[config.mk]
export PLATFORM = sky130hd
export DESIGN_NAME = in1_debouncer_flat
export DESIGN_NICKNAME = d
export VERILOG_FILES = /design/src/rtl/in1_debouncer_if.sv /design/src/rtl/in1_debouncer.sv /design/src/flat_wrapper.sv
export SDC_FILE = /design/constraint.sdc
export NUM_CORES = 1
export LEC_CHECK = 0
export CAP_MARGIN = 40
export CORE_MARGIN = 3
export CORE_UTILIZATION = 56
export CTS_BUF_LIST = sky130_fd_sc_hd__clkbuf_8
export DETAILED_ROUTE_END_ITERATION = 12
export GPL_ROUTABILITY_DRIVEN = 0
export HOLD_SLACK_MARGIN = 0.08
export PLACE_DENSITY = 0.79
export SYNTH_ARGS = -nofsm -noshare
export SYNTH_HDL_FRONTEND = slang
export SYNTH_SLANG_ARGS = --single-unit
export TNS_END_PERCENT = 10
[constraint.sdc]
create_clock -name CLK -period 1.9 [get_ports CLK]
set_clock_uncertainty 0.2 [all_clocks]
set_input_delay 0.285 -clock CLK [delete_from_list [all_inputs] [get_ports CLK]]
set_output_delay 0.285 -clock CLK [all_outputs]
set_load 0.02 [all_outputs]
[src/rtl/in1_debouncer_if.sv]
// Bundle of the raw switch input, the debug clear and the conditioned outputs
// handed to the downstream sequence-detector FSM.
interface in1_debouncer_if;
  logic       In1;
  logic       Clr;
  logic       Out1;
  logic       Rise;
  logic       Fall;
  logic [7:0] GlitchCnt;

  modport master (
    output In1,
    output Clr,
    input  Out1,
    input  Rise,
    input  Fall,
    input  GlitchCnt
  );

  modport slave (
    input  In1,
    input  Clr,
    output Out1,
    output Rise,
    output Fall,
    output GlitchCnt
  );
endinterface

[src/rtl/in1_debouncer.sv]
// Two-flop synchroniser followed by a four-state stability FSM that accepts a
// new In1 level only after DB_CYCLES consecutive agreeing samples.
module in1_debouncer #(
  parameter int DB_CYCLES = 4,
  parameter int CNT_W     = 8
) (
  input logic           CLK,
  input logic           RST,
  in1_debouncer_if.slave bus
);

  typedef enum logic [1:0] {
    STABLE_LO,
    PEND_HI,
    STABLE_HI,
    PEND_LO
  } state_t;

  localparam logic [CNT_W-1:0] LP_LAST = CNT_W'(DB_CYCLES - 1);

  logic             r_sync1;
  logic             r_s;
  state_t           r_state;
  logic [CNT_W-1:0] r_cnt;
  logic             r_out;
  logic             r_rise;
  logic             r_fall;
  logic [7:0]       r_glitch;
  logic             w_glitch;

  // A pending level that reverts before qualifying counts as one rejected glitch.
  assign w_glitch = ((r_state == PEND_HI) && !r_s) ||
                    ((r_state == PEND_LO) &&  r_s);

  always_ff @(posedge CLK) begin
    if (RST) begin
      r_sync1 <= 1'b0;
      r_s     <= 1'b0;
      r_state <= STABLE_LO;
      r_cnt   <= '0;
      r_out   <= 1'b0;
      r_rise  <= 1'b0;
      r_fall  <= 1'b0;
    end else begin
      r_sync1 <= bus.In1;
      r_s     <= r_sync1;
      r_rise  <= 1'b0;
      r_fall  <= 1'b0;
      unique case (r_state)
        STABLE_LO: begin
          if (r_s) begin
            r_state <= PEND_HI;
            r_cnt   <= '0;
          end
        end
        PEND_HI: begin
          if (!r_s) begin
            r_state <= STABLE_LO;
          end else if (r_cnt == LP_LAST) begin
            r_state <= STABLE_HI;
            r_out   <= 1'b1;
            r_rise  <= 1'b1;
          end else begin
            r_cnt <= r_cnt + CNT_W'(1);
          end
        end
        STABLE_HI: begin
          if (!r_s) begin
            r_state <= PEND_LO;
            r_cnt   <= '0;
          end
        end
        PEND_LO: begin
          if (r_s) begin
            r_state <= STABLE_HI;
          end else if (r_cnt == LP_LAST) begin
            r_state <= STABLE_LO;
            r_out   <= 1'b0;
            r_fall  <= 1'b1;
          end else begin
            r_cnt <= r_cnt + CNT_W'(1);
          end
        end
        default: begin
          r_state <= STABLE_LO;
          r_out   <= 1'b0;
        end
      endcase
    end
  end

  always_ff @(posedge CLK) begin
    if (RST) begin
      r_glitch <= 8'd0;
    end else if (bus.Clr) begin
      r_glitch <= 8'd0;
    end else if (w_glitch && (r_glitch != 8'hFF)) begin
      r_glitch <= r_glitch + 8'd1;
    end
  end

  assign bus.Out1      = r_out;
  assign bus.Rise      = r_rise;
  assign bus.Fall      = r_fall;
  assign bus.GlitchCnt = r_glitch;

endmodule

[src/flat_wrapper.sv]
// flat-port wrapper written by rule: the top's interface ports become plain ports
module in1_debouncer_flat 
#(
  parameter int DB_CYCLES = 4,
  parameter int CNT_W     = 8
)
  (CLK, RST, bus_In1, bus_Clr, bus_Out1, bus_Rise, bus_Fall, bus_GlitchCnt);
  in1_debouncer_if bus_i ();
  input logic CLK;
  input logic RST;
  input wire logic [$bits(bus_i.In1)-1:0] bus_In1;
  input wire logic [$bits(bus_i.Clr)-1:0] bus_Clr;
  output wire logic [$bits(bus_i.Out1)-1:0] bus_Out1;
  output wire logic [$bits(bus_i.Rise)-1:0] bus_Rise;
  output wire logic [$bits(bus_i.Fall)-1:0] bus_Fall;
  output wire logic [$bits(bus_i.GlitchCnt)-1:0] bus_GlitchCnt;
  assign bus_i.In1 = bus_In1;
  assign bus_i.Clr = bus_Clr;
  assign bus_Out1 = bus_i.Out1;
  assign bus_Rise = bus_i.Rise;
  assign bus_Fall = bus_i.Fall;
  assign bus_GlitchCnt = bus_i.GlitchCnt;
  in1_debouncer #(.DB_CYCLES(DB_CYCLES), .CNT_W(CNT_W)) u_core (.CLK(CLK), .RST(RST), .bus(bus_i));
endmodule
== Word-level counts from Yosys, hierarchy flattened ==
Cells that the tools add are included.
Widths: inputs -> output; s select.

* Register bits: 23
* Input bits: 4
* Output and inout port bits: 11
* Word-level logic and storage cells: 58

* Add/sub/neg operators: 2
* Equal/unequal tests: 13
* Muxes and demuxes: 19
* Bitwise logic cells: 3
* Reductions and logical operators: 13

{| class="wikitable"
|+ Operators with widths
! operator !! count
|-
| $mux 8 || 5
|-
| $pmux 8 s4 || 1
|-
| $add 8x1->8 const B || 2
|-
| $mux 2 || 6
|-
| $eq 8x2->1 const B || 1
|-
| $ne 2x2->1 const B || 4
|-
| $ne 8x8->1 const B || 1
|-
| $pmux 2 s4 || 1
|-
| $reduce_and 4->1 || 2
|-
| $reduce_or 3->1 || 2
|-
| $mux 1 || 5
|-
| $reduce_and 5->1 || 1
|-
| $eq 2x2->1 const B || 2
|-
| $ne 2x1->1 const B || 2
|-
| $logic_and 1x1->1 || 3
|-
| $ne 3x2->1 const B || 1
|-
| $ne 3x3->1 const B || 1
|-
| $not 1->1 || 3
|-
| $eq 2x1->1 const B || 1
|-
| $logic_not 2->1 || 1
|-
| $pmux 1 s2 || 1
|-
| $reduce_bool 2->1 || 1
|-
| $reduce_or 2->1 || 1
|-
| $logic_not 1->1 || 1
|-
| $logic_or 1x1->1 || 1
|}

== Longest topological paths before layout ==
Gate-level depths: netlist of the first run.

* Depth in word-level cells: 4
* Depth in mapped cells: 5
* Gate-level depth less buffers: 5

== Worst setup path before layout of the first run ==
Ideal clock, no wire load.

* Kind: register to register
* Start point: register u_core.r_glitch[0], in the netlist u_core.bus.GlitchCnt[0]
* End point: register u_core.r_glitch[0], in the netlist u_core.bus.GlitchCnt[0]
* Library setup time: 122 ps
* Data arrival time: 1,287 ps
* Data required time: 1,578 ps
* Path slack: 290 ps
* Stages on the path, launching flop included: 6
* Buffers on the path: 0
* Clock period less this slack: 1,610 ps
* Path through: dfxtp_1 -> ha_1 -> nand3_1 -> o211ai_1 -> xor2_1 -> nor2_1

* Longest elaborated chain between the ends: 2
* Elaborated cells on any way between the ends: 3

{| class="wikitable"
|+ RTL lines
! item !! RTL line !! RTL
|-
| from (decl) || in1_debouncer.sv:28 || <nowiki>logic [7:0] r_glitch;</nowiki>
|-
| from (signal assigned) || in1_debouncer.sv:98 || <nowiki>r_glitch <= r_glitch + 8'd1;</nowiki>
|-
| branches (longest 2 deep; another with $add 8x1->8) || - ||
|}

Parallel ways; which one is timed is not known.
A chain may end at the register's enable or synchronous reset.

== Final worst setup path of the first run ==
* Start point: register u_core.r_glitch[3], in the netlist u_core.bus.GlitchCnt[3]
* End point: output bus_GlitchCnt[3]

{| class="wikitable"
|+ RTL lines
! item !! RTL line !! RTL
|-
| to (decl) || flat_wrapper.sv:16 || <nowiki>output wire logic [$bits(bus_i.GlitchCnt)-1:0] bus_GlitchCnt;</nowiki>
|}

No word-level cell between the ends.

==> results.json, run 1 <==
{
  "outcome": "finished, final reports clean",
  "drt-initial-drc-count": 17,
  "use_met2_pct": 34.3,
  "path_cells": "clkdlybuf4s50_1",
  "synth_seq_cells": 23,
  "insertion_delay_ns": 0.26,
  "synth_edf_count": 0,
  "clockPowerShare_pct": 35.5,
  "fmax_ghz": 0.542,
  "timing.final.max_slew_violations": 0,
  "syn_area_sq_um": 1110,
  "ir_drop_mv": 0.529,
  "met3_usage_pct": 5.04,
  "avgSynthCellArea_sq_um": 9.47,
  "setup-tns-final_ns": 0,
  "endpoint_kind": "primary output",
  "synthTopCellsByCount": "dfxtp_1, nor2_1, nand2_1",
  "antenna_left": 0,
  "max_cap_viol_count": 0,
  "dp_hpwl_um": 1610,
  "vias": 925,
  "post_route_cells_drive_above_1_share_pct": 13.2,
  "rows": 15,
  "routed_via_density": 5.75,
  "io_pins": 15,
  "area_delta_synth_final_pct": 21.8,
  "period_needed_ns": 1.85,
  "routed_wl_um": 2260,
  "netlist_top_cells_area": "dfxtp_1, nor2_1, nor4b_4",
  "worstSetupStartpoint": "u_core.bus.GlitchCnt[3]$_SDFFE_PP0P_",
  "cp_max_fo": 7,
  "cts.sinks": 23,
  "finalHoldViolCount": 0,
  "fin_nets": 143,
  "diodes": 0,
  "crit_path_max_incr_delay_ns": 0.65,
  "r2r_start": "u_core.r_cnt[1]$_SDFFE_PP0P_",
  "synth_cells": 117,
  "sw_frac_of_total_pct": 22.1,
  "cts_buffer_depth": 2,
  "cts_tree": "done",
  "grt_pass1_wl_um": 4060,
  "io_buffers": 14,
  "crit_arrival_ns": 1.36,
  "period_share_pct": 97.2,
  "clk_pin_slew_ns": 0.08,
  "p_leak_nw": 0.506,
  "synth_ff_type": "dfxtp_1",
  "yosys.cell_count.top_type": "dfxtp_1",
  "first_pass_iters": 4,
  "yosysTopAreaCellShare_pct": 41.5,
  "die_x_um": 50.5,
  "hp-start": "u_core.r_sync1$_SDFF_PP0_",
  "yosys.area.top_type": "dfxtp_1",
  "grt_pass1_vias": 908,
  "crit_type": "reg -> out",
  "p_per_area_nw_per_um2": 625,
  "holdWs_ns": 0.264,
  "internal_power_w": 0.000658,
  "busiest_layer": "met2",
  "ys.warnings.count": 0,
  "grt_usage_pct": 20.4,
  "grt.overflow.total": 0,
  "antenna_found_initial": 0,
  "clockRootBuffer": "clkbuf_8",
  "die_area_sq_um": 2550,
  "switching_power_w": 0.000186,
  "worst_pin_slew_ns": 0.416,
  "rsz0062_at_grt": "false",
  "coreArea_sq_um": 1800,
  "die_h_um": 50.5,
  "worstHoldPathType": "reg -> reg",
  "startpoint_type": "flip-flop",
  "wl_per_cell_um": 14.0,
  "critPathBufInv": 1,
  "initial_core_util_pct": 61.5,
  "htree_levels": 1,
  "crit_required_ns": 1.41,
  "relSlewSlack_pct": 72.2,
  "synth_nets": 123,
  "cts_made_buffers": 3,
  "crit_slowest_cell": "clkdlybuf4s50_1",
  "grtUsageMet1_pct": 25.3,
  "grt_max_degree": 14,
  "synthArstFlopShare_pct": 0,
  "yosysSeqAreaShare_pct": 41.5,
  "cp_top_family": "buffers and inverters",
  "drc": 0,
  "comb_power_share_pct": 6.0,
  "setup_viol": 0,
  "p_seq_share_pct": 58.5,
  "synth_cell_types": 35
}
## path summary, 6_finish.rpt
path | end | slack, ns | cells past startpoint
max reg2reg | u_core.bus.Out1$_SDFFE_PP0P_ | 0.13 | 6
max | bus_GlitchCnt[3] | 0.05 | 1
min | u_core.r_s$_SDFF_PP0_ | 0.26 | 1
min reg2reg | u_core.r_s$_SDFF_PP0_ | 0.26 | 1
## power by group through the flow
stage                     registers, W  clock network (W)   logic, W
after global placement        0.000504                  0  0.0000497
final                         0.000494           0.000300  0.0000507
after floorplan               0.000506                  0  0.0000296
after detailed placement      0.000505                  0  0.0000507
after CTS                     0.000493           0.000305  0.0000512
after global routing          0.000495           0.000328  0.0000553
## cell usage in the layout (no fill, tap or decap), types with 3 or more instances in the layout
cell,count
buf_4,4
mux2i_1,3
nand4_1,5
nand2_1,10
a21oi_1,3
nor3_1,3
dfxtp_1,22
a31oi_1,4
clkbuf_8,3
xor2_1,4
xnor2_1,5
nor2b_1,3
clkdlybuf4s50_1,12
and3_1,3
nand3_1,7
o21ai_1,3
nor2_1,14
## repair_timing
| item | 4_1_cts | 5_1_grt |
|---|---|---|
| hold buffers | 0 | 0 |
| buffers inserted | 0 | 1 |
| resized for setup | 0 | 3 |
| endpoints found under the setup margin | 0 | 4 |
| hold endpoints to repair | 0 | 0 |
## layout make-up
type                       instances  area (sq um)
clock buffer                       3          41.3
clock inverter                     1          5.00
fill                             133           452
inverter                           1          3.75
multi-input combinational         90           632
sequential                        23           462
tap                               25          31.3
timing repair buffer              18           175
## layer usage
metal	up-vias	wire [um]
li1	460	-
met1	438	1040
met2	23	1100
met3	4	92
met4	0	27
met5	-	0
## kinds of logic after synthesis
kind of cell / share of synthesized area [%]
compound gates: 9.48
buf+inv: 1.47
simple gates: 33.0
mux: 2.71
fa+ha+maj: 2.26
flops: 41.5
xor+xnor: 9.59
## worst register-to-register path, cell delays in order, from the launching register on
cell and delay (ns):
dfxtp_1 0.40, ha_1 0.23, nor4b_4 0.29, buf_4 0.18, a31oi_1 0.07, or2_0 0.21
a21oi_1 0.13
## stage by stage
| stage | area (sq um) | worst slack (ns) | power (W) | util (%) | cells |
|---|---|---|---|---|---|
| 6_report | 1350 | 0.0541 | 0.000844 | 74.9 | 161 |
| 5_1_grt | 1350 | 0.00482 | 0.000878 | 74.9 | 161 |
| 3_3_place_gp | 1290 | 0.254 | 0.000554 | 71.6 | 156 |
| 3_5_place_dp | 1290 | 0.143 | 0.000556 | 71.6 | 156 |
| 2_1_floorplan | 1110 | 0.290 | 0.000535 | - | 117 |
| 4_1_cts | 1340 | 0.0361 | 0.000849 | 74.2 | 160 |
## flip-flops by register name, summed over array words and instances (netlist names), named ones only
name                  cells
u_core.bus.Rise           1
u_core.bus.Out1           1
u_core.bus.Fall           1
u_core.r_s                1
u_core.r_sync1            1
u_core.r_cnt              8
u_core.bus.GlitchCnt      8
u_core.r_state            1
Power figures use the tool's default switching activity.
==> run 2: changes to the inputs <==
Settings changed: MAX_ROUTING_LAYER set to met4.
==> run 2 against run 1 <==
Net effect:
- count of clock-buffer cells in the layout did not move
- die area did not move
- global-route usage rose by 0.55 points
- power barely moved
- via count rose by 0.54%
- utilization did not move
- hold slack got worse by 0.0013 ns
- clock power barely moved
==> results.json, run 2 (same netlist as run 1, synthesis figures left out) <==
{
  "outcome": "finished, final reports clean",
  "max_cap_viol_count": 0,
  "crit_type": "reg -> out",
  "drc": 0,
  "startpoint_type": "flip-flop",
  "relSlewSlack_pct": 72.0,
  "p_seq_share_pct": 58.5,
  "path_cells": "clkdlybuf4s50_1",
  "grt_pass1_wl_um": 4060,
  "crit_required_ns": 1.41,
  "grt_pass1_vias": 903,
  "clockRootBuffer": "clkbuf_8",
  "area_delta_synth_final_pct": 21.8,
  "grt_usage_pct": 21.0,
  "htree_levels": 1,
  "die_x_um": 50.5,
  "crit_slowest_cell": "clkdlybuf4s50_1",
  "cts_made_buffers": 3,
  "period_needed_ns": 1.84,
  "worst-path-stages": 1,
  "post_route_cells_drive_above_1_share_pct": 13.2,
  "clockPowerShare_pct": 35.5,
  "finalHoldViolCount": 0,
  "switching_power_w": 0.000186,
  "min_path_cells": 1,
  "timing.final.max_slew_violations": 0,
  "rsz0062_at_grt": "false",
  "rows": 15,
  "routed_via_density": 5.78,
  "worst_pin_slew_ns": 0.419,
  "layout_common_cells": "dfxtp_1, nor2_1, clkdlybuf4s50_1",
  "period_share_pct": 96.7,
  "p_per_area_nw_per_um2": 625,
  "coreArea_sq_um": 1800,
  "r2r_setup_slack_ns": 0.13,
  "final_common_cell": "dfxtp_1",
  "grt.overflow.total": 0,
  "p_leak_nw": 0.506,
  "reg2regPathDepth": 4,
  "first_pass_iters": 4,
  "vias": 930,
  "setup_viol": 0,
  "holdWs_ns": 0.263,
  "io_pins": 15,
  "critPathBufInv": 1,
  "endpoint_kind": "primary output",
  "fin_nets": 143,
  "antenna_left": 0,
  "internal_power_w": 0.000658,
  "io_buffers": 14,
  "cp_max_fo": 7,
  "wl_per_cell_um": 14.0,
  "die_area_sq_um": 2550,
  "ctsHoldBuffers": 0,
  "die_h_um": 50.5,
  "antenna_found_initial": 0,
  "worstHoldPathType": "reg -> reg",
  "cts_buffer_depth": 2,
  "diodes": 0,
  "crit_arrival_ns": 1.35,
  "drt-initial-drc-count": 17,
  "insertion_delay_ns": 0.26,
  "dp_hpwl_um": 1610,
  "cp_top_family": "buffers and inverters",
  "cts_tree": "done",
  "setup-tns-final_ns": 0,
  "ir_drop_mv": 0.527,
  "crit_path_max_incr_delay_ns": 0.65,
  "grt_max_degree": 14,
  "initial_core_util_pct": 61.5,
  "fmax_ghz": 0.544,
  "sw_frac_of_total_pct": 22.1,
  "cts.sinks": 23,
  "comb_power_share_pct": 6.0,
  "clk_pin_slew_ns": 0.08,
  "routed_wl_um": 2260
}
[run 2: power by group through the flow]
stage | clock network [W] | logic, W | registers [W]
after floorplan | 0 | 0.0000296 | 0.000506
after global placement | 0 | 0.0000497 | 0.000504
after detailed placement | 0 | 0.0000507 | 0.000505
after CTS | 0.000305 | 0.0000512 | 0.000493
after global routing | 0.000328 | 0.0000553 | 0.000495
final | 0.000300 | 0.0000508 | 0.000494
[run 2: repair_timing]
item,CTS,global route
buffers inserted,0,1
endpoints found under the hold margin,0,0
gates resized for setup,0,3
endpoints found under the setup margin,0,4
[run 2: path summary, 6_finish.rpt]
| kind | from | end |
|---|---|---|
| worst max register to register | u_core.r_state[0]$_SDFFE_PP0P_ | u_core.bus.GlitchCnt[7]$_SDFFE_PP0P_ |
| worst min-delay path | u_core.r_sync1$_SDFF_PP0_ | u_core.r_s$_SDFF_PP0_ |
| worst min register to register | u_core.r_sync1$_SDFF_PP0_ | u_core.r_s$_SDFF_PP0_ |
| worst max-delay path | u_core.bus.GlitchCnt[3]$_SDFFE_PP0P_ | bus_GlitchCnt[3] |
[run 2: area by class of cell]
cell class	count	area [sq um]
clock buffers	3	41.3
clock inverters	1	5.00
fillers	133	452
inverters	1	3.75
multi-input cells	90	632
flip-flops and latches	23	462
well taps	25	31.3
repair buffers	18	175
[run 2: through the flow]
step                cell area, sq um  power, W  util, %  cells  setup WS, ns
floorplan                       1110  0.000535        -    117         0.290
global placement                1290  0.000554     71.6    156         0.254
detailed placement              1290  0.000556     71.6    156         0.143
CTS                             1340  0.000849     74.2    160        0.0361
global route                    1350  0.000878     74.9    161       0.00498
finish                          1350  0.000844     74.9    161        0.0629
[run 2: metal layers]
metal,GRT usage [%],wire length (um),up-vias
met5,-,0,-
met4,6.73,16,0
met3,4.75,97,5
met2,34.3,1120,26
met1,25.5,1020,444
li1,-,-,455
==> run 3: changes to the inputs <==
Settings changed: CTS_CLUSTER_DIAMETER set to 100.
==> results of run 3 <==
The final DEF is identical to that of run 2; final timing and power are the same.
